[src/rtl/dp_sequencer.sv]
// dp_sequencer: Moore controller for the 16-bit register/ALU/shifter datapath.
// Fetches into IR, decodes it, and strobes the datapath one state at a time.
module dp_sequencer #(
    parameter int MEM_WAIT = 0
) (
    input  logic        clk,
    input  logic        reset_n,
    input  logic [15:0] ir,
    output logic [2:0]  readnum,
    output logic [2:0]  writenum,
    output logic        write,
    output logic [1:0]  vsel,
    output logic        loada,
    output logic        loadb,
    output logic        asel,
    output logic        bsel,
    output logic [1:0]  shift,
    output logic [1:0]  ALUop,
    output logic        loadc,
    output logic        loads,
    output logic        load_ir,
    output logic        load_pc,
    output logic        reset_pc,
    output logic        addr_sel,
    output logic        load_addr,
    output logic [1:0]  mem_cmd,
    output logic        halted,
    output logic        bad_instr
);

    localparam int CW = (MEM_WAIT > 0) ? $clog2(MEM_WAIT + 1) : 1;
    localparam logic [CW-1:0] WAIT_LAST = CW'(MEM_WAIT);

    typedef enum logic [4:0] {
        S_RST, S_IF1, S_IF2, S_UPD_PC, S_DECODE, S_WR_IMM,
        S_GET_A, S_GET_B, S_EXEC, S_WB, S_ADDR, S_LD_ADDR,
        S_MEM_RD, S_LDR_WB, S_ST_GETB, S_ST_PASS, S_MEM_WR, S_HALT
    } state_t;

    state_t        state;
    logic [CW-1:0] wcnt;

    logic [2:0] opcode, rn, rd, rm;
    logic [1:0] op, sh;
    logic [4:0] code;
    logic       wait_done, is_mem, is_ldr, is_cmp, is_movr;

    assign opcode    = ir[15:13];
    assign op        = ir[12:11];
    assign rn        = ir[10:8];
    assign rd        = ir[7:5];
    assign sh        = ir[4:3];
    assign rm        = ir[2:0];
    assign code      = {opcode, op};
    assign wait_done = (wcnt == WAIT_LAST);
    assign is_ldr    = (opcode == 3'b011);
    assign is_mem    = is_ldr || (opcode == 3'b100);
    assign is_cmp    = (code == 5'b10101);
    assign is_movr   = (code == 5'b11000);

    // State register, read wait counter and sticky undefined-opcode flag
    always_ff @(posedge clk or negedge reset_n) begin
        if (!reset_n) begin
            state     <= S_RST;
            wcnt      <= '0;
            bad_instr <= 1'b0;
        end else begin
            wcnt <= '0;
            case (state)
                S_RST:    state <= S_IF1;
                S_IF1: begin
                    if (wait_done) state <= S_IF2;
                    else           wcnt  <= wcnt + CW'(1);
                end
                S_IF2:    state <= S_UPD_PC;
                S_UPD_PC: state <= S_DECODE;
                S_DECODE: begin
                    case (code)
                        5'b11010: state <= S_WR_IMM;
                        5'b11000,
                        5'b10111: state <= S_GET_B;
                        5'b10100, 5'b10101, 5'b10110,
                        5'b01100, 5'b10000: state <= S_GET_A;
                        5'b11100: state <= S_HALT;
                        default: begin
                            state     <= S_HALT;
                            bad_instr <= 1'b1;
                        end
                    endcase
                end
                S_WR_IMM:  state <= S_IF1;
                S_GET_A:   state <= is_mem ? S_ADDR : S_GET_B;
                S_GET_B:   state <= S_EXEC;
                S_EXEC:    state <= is_cmp ? S_IF1 : S_WB;
                S_WB:      state <= S_IF1;
                S_ADDR:    state <= S_LD_ADDR;
                S_LD_ADDR: state <= is_ldr ? S_MEM_RD : S_ST_GETB;
                S_MEM_RD: begin
                    if (wait_done) state <= S_LDR_WB;
                    else           wcnt  <= wcnt + CW'(1);
                end
                S_LDR_WB:  state <= S_IF1;
                S_ST_GETB: state <= S_ST_PASS;
                S_ST_PASS: state <= S_MEM_WR;
                S_MEM_WR:  state <= S_IF1;
                S_HALT:    state <= S_HALT;
                default:   state <= S_RST;
            endcase
        end
    end

    // Moore decode of the current state into datapath strobes
    always_comb begin
        readnum   = 3'd0;
        writenum  = 3'd0;
        write     = 1'b0;
        vsel      = 2'b00;
        loada     = 1'b0;
        loadb     = 1'b0;
        asel      = 1'b0;
        bsel      = 1'b0;
        shift     = 2'b00;
        ALUop     = 2'b00;
        loadc     = 1'b0;
        loads     = 1'b0;
        load_ir   = 1'b0;
        load_pc   = 1'b0;
        reset_pc  = 1'b0;
        addr_sel  = 1'b0;
        load_addr = 1'b0;
        mem_cmd   = 2'b00;
        halted    = 1'b0;
        case (state)
            S_RST: begin
                reset_pc = 1'b1;
                load_pc  = 1'b1;
            end
            S_IF1: begin
                addr_sel = 1'b1;
                mem_cmd  = 2'b01;
            end
            S_IF2: begin
                addr_sel = 1'b1;
                mem_cmd  = 2'b01;
                load_ir  = 1'b1;
            end
            S_UPD_PC: load_pc = 1'b1;
            S_WR_IMM: begin
                writenum = rn;
                vsel     = 2'b01;
                write    = 1'b1;
            end
            S_GET_A: begin
                readnum = rn;
                loada   = 1'b1;
            end
            S_GET_B: begin
                readnum = rm;
                loadb   = 1'b1;
            end
            S_EXEC: begin
                shift = sh;
                asel  = is_movr;
                ALUop = is_movr ? 2'b00 : op;
                loadc = !is_cmp;
                loads = is_cmp;
            end
            S_WB: begin
                writenum = rd;
                vsel     = 2'b11;
                write    = 1'b1;
            end
            S_ADDR: begin
                bsel  = 1'b1;
                loadc = 1'b1;
            end
            S_LD_ADDR: load_addr = 1'b1;
            S_MEM_RD:  mem_cmd   = 2'b01;
            S_LDR_WB: begin
                mem_cmd  = 2'b01;
                writenum = rd;
                write    = 1'b1;
            end
            S_ST_GETB: begin
                readnum = rd;
                loadb   = 1'b1;
            end
            S_ST_PASS: begin
                asel  = 1'b1;
                loadc = 1'b1;
            end
            S_MEM_WR: mem_cmd = 2'b10;
            S_HALT:   halted  = 1'b1;
            default: ;
        endcase
    end

endmodule

[config.mk]
export PLATFORM = sky130hd
export DESIGN_NAME = dp_sequencer
export DESIGN_NICKNAME = d
export VERILOG_FILES = /design/src/rtl/dp_sequencer.sv
export SDC_FILE = /design/constraint.sdc
export NUM_CORES = 1
export LEC_CHECK = 0
export CAP_MARGIN = 40
export CORE_UTILIZATION = 35
export CTS_CLUSTER_DIAMETER = 30
export DETAILED_ROUTE_END_ITERATION = 10
export GPL_TIMING_DRIVEN = 0
export HOLD_SLACK_MARGIN = 0.1
export PLACE_DENSITY = 0.88
export SLEW_MARGIN = 20
export SYNTH_ARGS = -nofsm -noshare
export SYNTH_HDL_FRONTEND = slang
export SYNTH_SLANG_ARGS = --single-unit
[constraint.sdc]
create_clock -name clk -period 1.79 [get_ports clk]
set_clock_uncertainty 0.2 [all_clocks]
set_input_delay 0.358 -clock clk [delete_from_list [all_inputs] [get_ports clk]]
set_output_delay 0.358 -clock clk [all_outputs]
set_load 0.03 [all_outputs]
==> impl_metrics.yaml, run 1 <==
clock_tree:
  cts_buffer_depth: 2
  cts_buffers: 3
  htree_levels: 1
  cts_num_sinks: 6
  clockRootBuffer: "clkbuf_4"
synth:
  async_flop_share_pct: 100
  synth_top_flop_cell: "dfrtp_1"
  synth-edff-count: 0
  ys_ff_latch: 6
  synth_cell_types: 41
  synthTopCellsByArea: "dfrtp_1 18%, nor2_1 8.9%, mux2i_1 4.7%"
  ys.warnings.count: 0
  synth.cell_area_um2: 843
  yosysTopAreaCell: "dfrtp_1"
  netlist.area_leader.share_pct: 17.8
  seq_area_frac_synth_pct: 17.8
  avgSynthCellArea_um2: 6.80
  synthCells: 124
  syn_nets: 142
placed_design:
  place_congestion: 0.853
  dp_cells: 195
  portBuffers: 43
  place_ws_ps: -1020
  dp_hpwl_um: 2480
outcome:
  outcome: "did not finish"
  haltStage: "global routing"
  error: "[ERROR DPL-0038] Utilization greater than 100%, impossible to legalize"
die:
  num_io_pins: 46
  rows: 17
  initial_core_util_pct: 37.8
  dieWidth_um: 51.1
  die_h_um: 51.1
sta:
  worstEndpointType: "output port"
  worst_endpoint: "asel"
grt:
  grt_max_degree: 11
metrics by stage:
| stage | TNS, ps | hold slack (ps) | utilization (%) | area (um^2) |
|---|---|---|---|---|
| floorplan | -344 | -138 | - | 1040 |
| global placement | -18680 | 261 | 67.3 | 1500 |
| detailed placement | -20370 | 283 | 67.3 | 1500 |
| CTS | -5730 | 142 | 93.6 | 2090 |
cell usage after synthesis (2+ instances only):
library cell,instances
nor2_1,20
nand2_1,9
nand3_1,7
clkbuf_1,6
dfrtp_1,6
o21ai_0,6
nor3_1,5
a21oi_1,4
mux2i_1,4
nor2b_1,4
a22oi_1,3
a2bb2oi_1,3
and2_1,3
and3_1,3
buf_2,3
inv_1,3
nand2b_1,3
nand3b_1,3
nor4_1,3
a31oi_1,2
inv_2,2
or3_1,2
xnor2_1,2
kinds of logic after synthesis:
family                 count (synthesis)  share of synthesized area, %
XOR/XNOR                               3                          3.12
buffers and inverters                 15                          7.12
multiplexers                           4                          4.75
AO/OA/AOI/OAI                         30                          27.0
flip-flops                             6                          17.8
AND/OR/NAND/NOR                       66                          40.2
repair_timing:
item                                    in CTS
setup buffers                               28
pin swaps                                   18
endpoints found under the setup margin      33
gates cloned                                 1
hold buffers                                 0
resized for setup                          258
==> inputs of run 2 (changes only) <==
--- a/config.mk
+++ b/config.mk
@@ -6,12 +6,11 @@
 export NUM_CORES = 1
 export LEC_CHECK = 0
 export CAP_MARGIN = 40
-export CORE_UTILIZATION = 35
-export CTS_CLUSTER_DIAMETER = 30
+export CORE_AREA = 2 2 63 65
 export DETAILED_ROUTE_END_ITERATION = 10
+export DIE_AREA = 0 0 65 67
 export GPL_TIMING_DRIVEN = 0
-export HOLD_SLACK_MARGIN = 0.1
-export PLACE_DENSITY = 0.88
+export PLACE_DENSITY_LB_ADDON = 0.15
 export SLEW_MARGIN = 20
 export SYNTH_ARGS = -nofsm -noshare
 export SYNTH_HDL_FRONTEND = slang
==> constraint.sdc (replaced) <==
create_clock -name clk -period 2.33 [get_ports clk]
set_clock_uncertainty 0.2 [all_clocks]
set_input_delay 0.466 -clock clk [delete_from_list [all_inputs] [get_ports clk]]
set_output_delay 0.466 -clock clk [all_outputs]
set_load 0.03 [all_outputs]
==> impl_metrics.yaml, run 2 <==
outcome:
  outcome: "finished clean"
synth:
  async_flop_share_pct: 100
  synth-edff-count: 0
  synth_compound_area_share_pct: 27.0
  synthMuxAreaShare_pct: 4.75
  avgSynthCellArea_um2: 6.80
  netlist.area_leader.share_pct: 17.8
  syn_nets: 142
  ys.warnings.count: 0
  netlist_top_cells_count: "20 x nor2_1, 9 x nand2_1, 7 x nand3_1"
  synthSimpleGateAreaFrac_pct: 40.2
  synth.cell_area_um2: 843
  synthAdderAreaFrac_pct: 0
  ys_ff_latch: 6
  synth_top_family_by_area: "simple AND/OR/NAND/NOR gates"
  synth_top_flop_cell: "dfrtp_1"
  synthCells: 124
  synth_cell_types: 41
  synth_xor_area_share_pct: 3.12
  synthTopCellsByArea: "dfrtp_1 18%, nor2_1 8.9%, mux2i_1 4.7%"
  seq_area_frac_synth_pct: 17.8
  yosys.cell_count.top_type: "nor2_1"
  yosysTopAreaCell: "dfrtp_1"
sta:
  rsz0062_at_grt: "yes"
  period_share_pct: 99.6
  period_minus_slack_ps: 2320
  clock.fmax_mhz: 431
  setup_viol: 0
  finalHoldWorstSlack_ps: 271
  tightest_slew_ps: 326
  report.final.slew_viol_count: 0
  maxSlewHeadroom_pct: 78.3
  timing_hold_violations_final: 0
pwr:
  power.leakage_nw: 0.551
  peakVddDrop_mv: 0.317
  powerDensity_nw_per_um2: 1090
routing:
  ant_nets: 0
  dr.first_iter.drc_count: 24
  routed_via_density: 5.02
  drt-pass1-iter-count: 4
  routedWlPerCell_um: 13.9
  route.final.wire_length_um: 3020
  drc: 0
  vias: 1095
placed_design:
  dp_hpwl_um: 2330
  place_congestion: 0.846
  place_area_um2: 1340
  portBuffers: 43
clock_tree:
  cts_buffers: 3
  cts_buffer_depth: 2
  cts_tree: "yes"
  postCtsHoldBufs: 0
  cts.reportedPaths.clkPinSlew_ps: 40
  clk_latency_ps: 220
  clockRootBuffer: "clkbuf_8"
  cts_num_sinks: 6
  htree_levels: 1
final_layout:
  syn_to_final_growth_pct: 66.3
  layout_common_cells: "17 x nor2_1, 13 x clkdlybuf4s50_1, 10 x clkdlybuf4s15_2"
  nNetsFinal: 190
  stdcell_area_um2: 1400
  drive_above_1_share_pct: 31.2
  top_register: "state"
  reg.largest.list: "state x5, bad_instr x1"
  largest_reg_flops: 5
  num_antenna_cells: 0
  mostFrequentLayoutCell: "nor2_1"
critical_path:
  crit_fanout: 10
  worstSetupStartpointType: "flip-flop"
  endpoint_kind: "output pin"
  r2r_slack_ps: 630
  arrival_ps: 1660
  required_ps: 1660
  worstSetupPathType: "reg2out"
die:
  rows: 22
  dieWidth_um: 65
  num_io_pins: 46
  die_area_um2: 4360
  initial_core_util_pct: 23.4
  die_h_um: 67
  core_um2: 3610
grt:
  grt_max_degree: 11
  grt_pass1_vias: 1073
  grt_pass1_wl_um: 5010
  antenna_found_initial: 0
  gr-usage-all-layers_pct: 14.4
  grt_remaining_overflow: 0
worst_hold_path:
  holdCritPathClass: "reg2reg"
flow_run:
  max_cap_violations: 0
==> run 2: kinds of logic after synthesis <==
logic type | count (synthesis)
AO/OA/AOI/OAI | 30
XOR/XNOR | 3
flip-flops | 6
buffers and inverters | 15
multiplexers | 4
AND/OR/NAND/NOR | 66
==> run 2: cell type report <==
cell class / count / area, um^2
Tap cell: 48 / 60.1
Multi-Input combinational cell: 103 / 688
Clock buffer: 3 / 41.3
Inverter: 5 / 18.8
Buffer: 8 / 48.8
Fill cell: 395 / 2200
Timing Repair Buffer: 45 / 392
Sequential cell: 6 / 154
==> run 2: per-layer routing <==
layer / share of wire [%] / track usage [%] / vias up / routed length [um]
met3: 7.5 / 3.04 / 0 / 226
met5: 0 / 0 / - / 0
met4: 0 / 0.798 / 0 / 0
met2: 48 / 27.2 / 54 / 1450
li1: - / - / 544 / -
met1: 45 / 17.4 / 497 / 1350
==> run 2: path summary, 6_finish.rpt <==
kind / startpoint / to / depth (start not counted)
worst max-delay path: state[3]$_DFF_PN0_ / readnum[1] / 4
worst min-delay path: bad_instr$_DFFE_PN0P_ / bad_instr$_DFFE_PN0P_ / 1
worst max register to register: state[2]$_DFF_PN0_ / state[2]$_DFF_PN0_ / 5
worst min register to register: bad_instr$_DFFE_PN0P_ / bad_instr$_DFFE_PN0P_ / 1
max in group asynchronous: reset_n / state[1]$_DFF_PN0_ / 1
min in group asynchronous: reset_n / state[4]$_DFF_PN0_ / 1
==> run 2: where the power goes <==
group / total (W) / internal (W) / switching (W)
logic: 0.00117 / 0.000438 / 0.000733
clock network: 0.000151 / 0.000111 / 0.0000399
registers: 0.000206 / 0.000150 / 0.0000556
==> run 2: per-stage QoR <==
step	total power [W]	setup TNS, ps	cells	setup WS (ps)	utilization, %
2_1_floorplan	0.000937	-48.2	124	-48.2	-
4_1_cts	0.00147	-374	216	-112	39.0
5_1_grt	0.00164	-295	218	-102	38.9
3_5_place_dp	0.00134	-8860	215	-649	37.2
6_report	0.00153	0	218	8.47	38.9
3_3_place_gp	0.00134	-8260	215	-621	37.2
==> run 2: critical path, cell delays in order, from the launching register on <==
cell             delay, ps
dfrtp_2                490
buf_2                  300
mux2i_1                270
o21ai_1                 90
clkdlybuf4s15_2        280
==> run 2: timing repair <==
item | in CTS | in global routing
gates resized for setup | 85 | 38
setup buffers | 0 | 2
cloned | 0 | 0
endpoints found under the setup margin | 27 | 24
pin swaps | 0 | 0
Power figures use the tool's default switching activity.
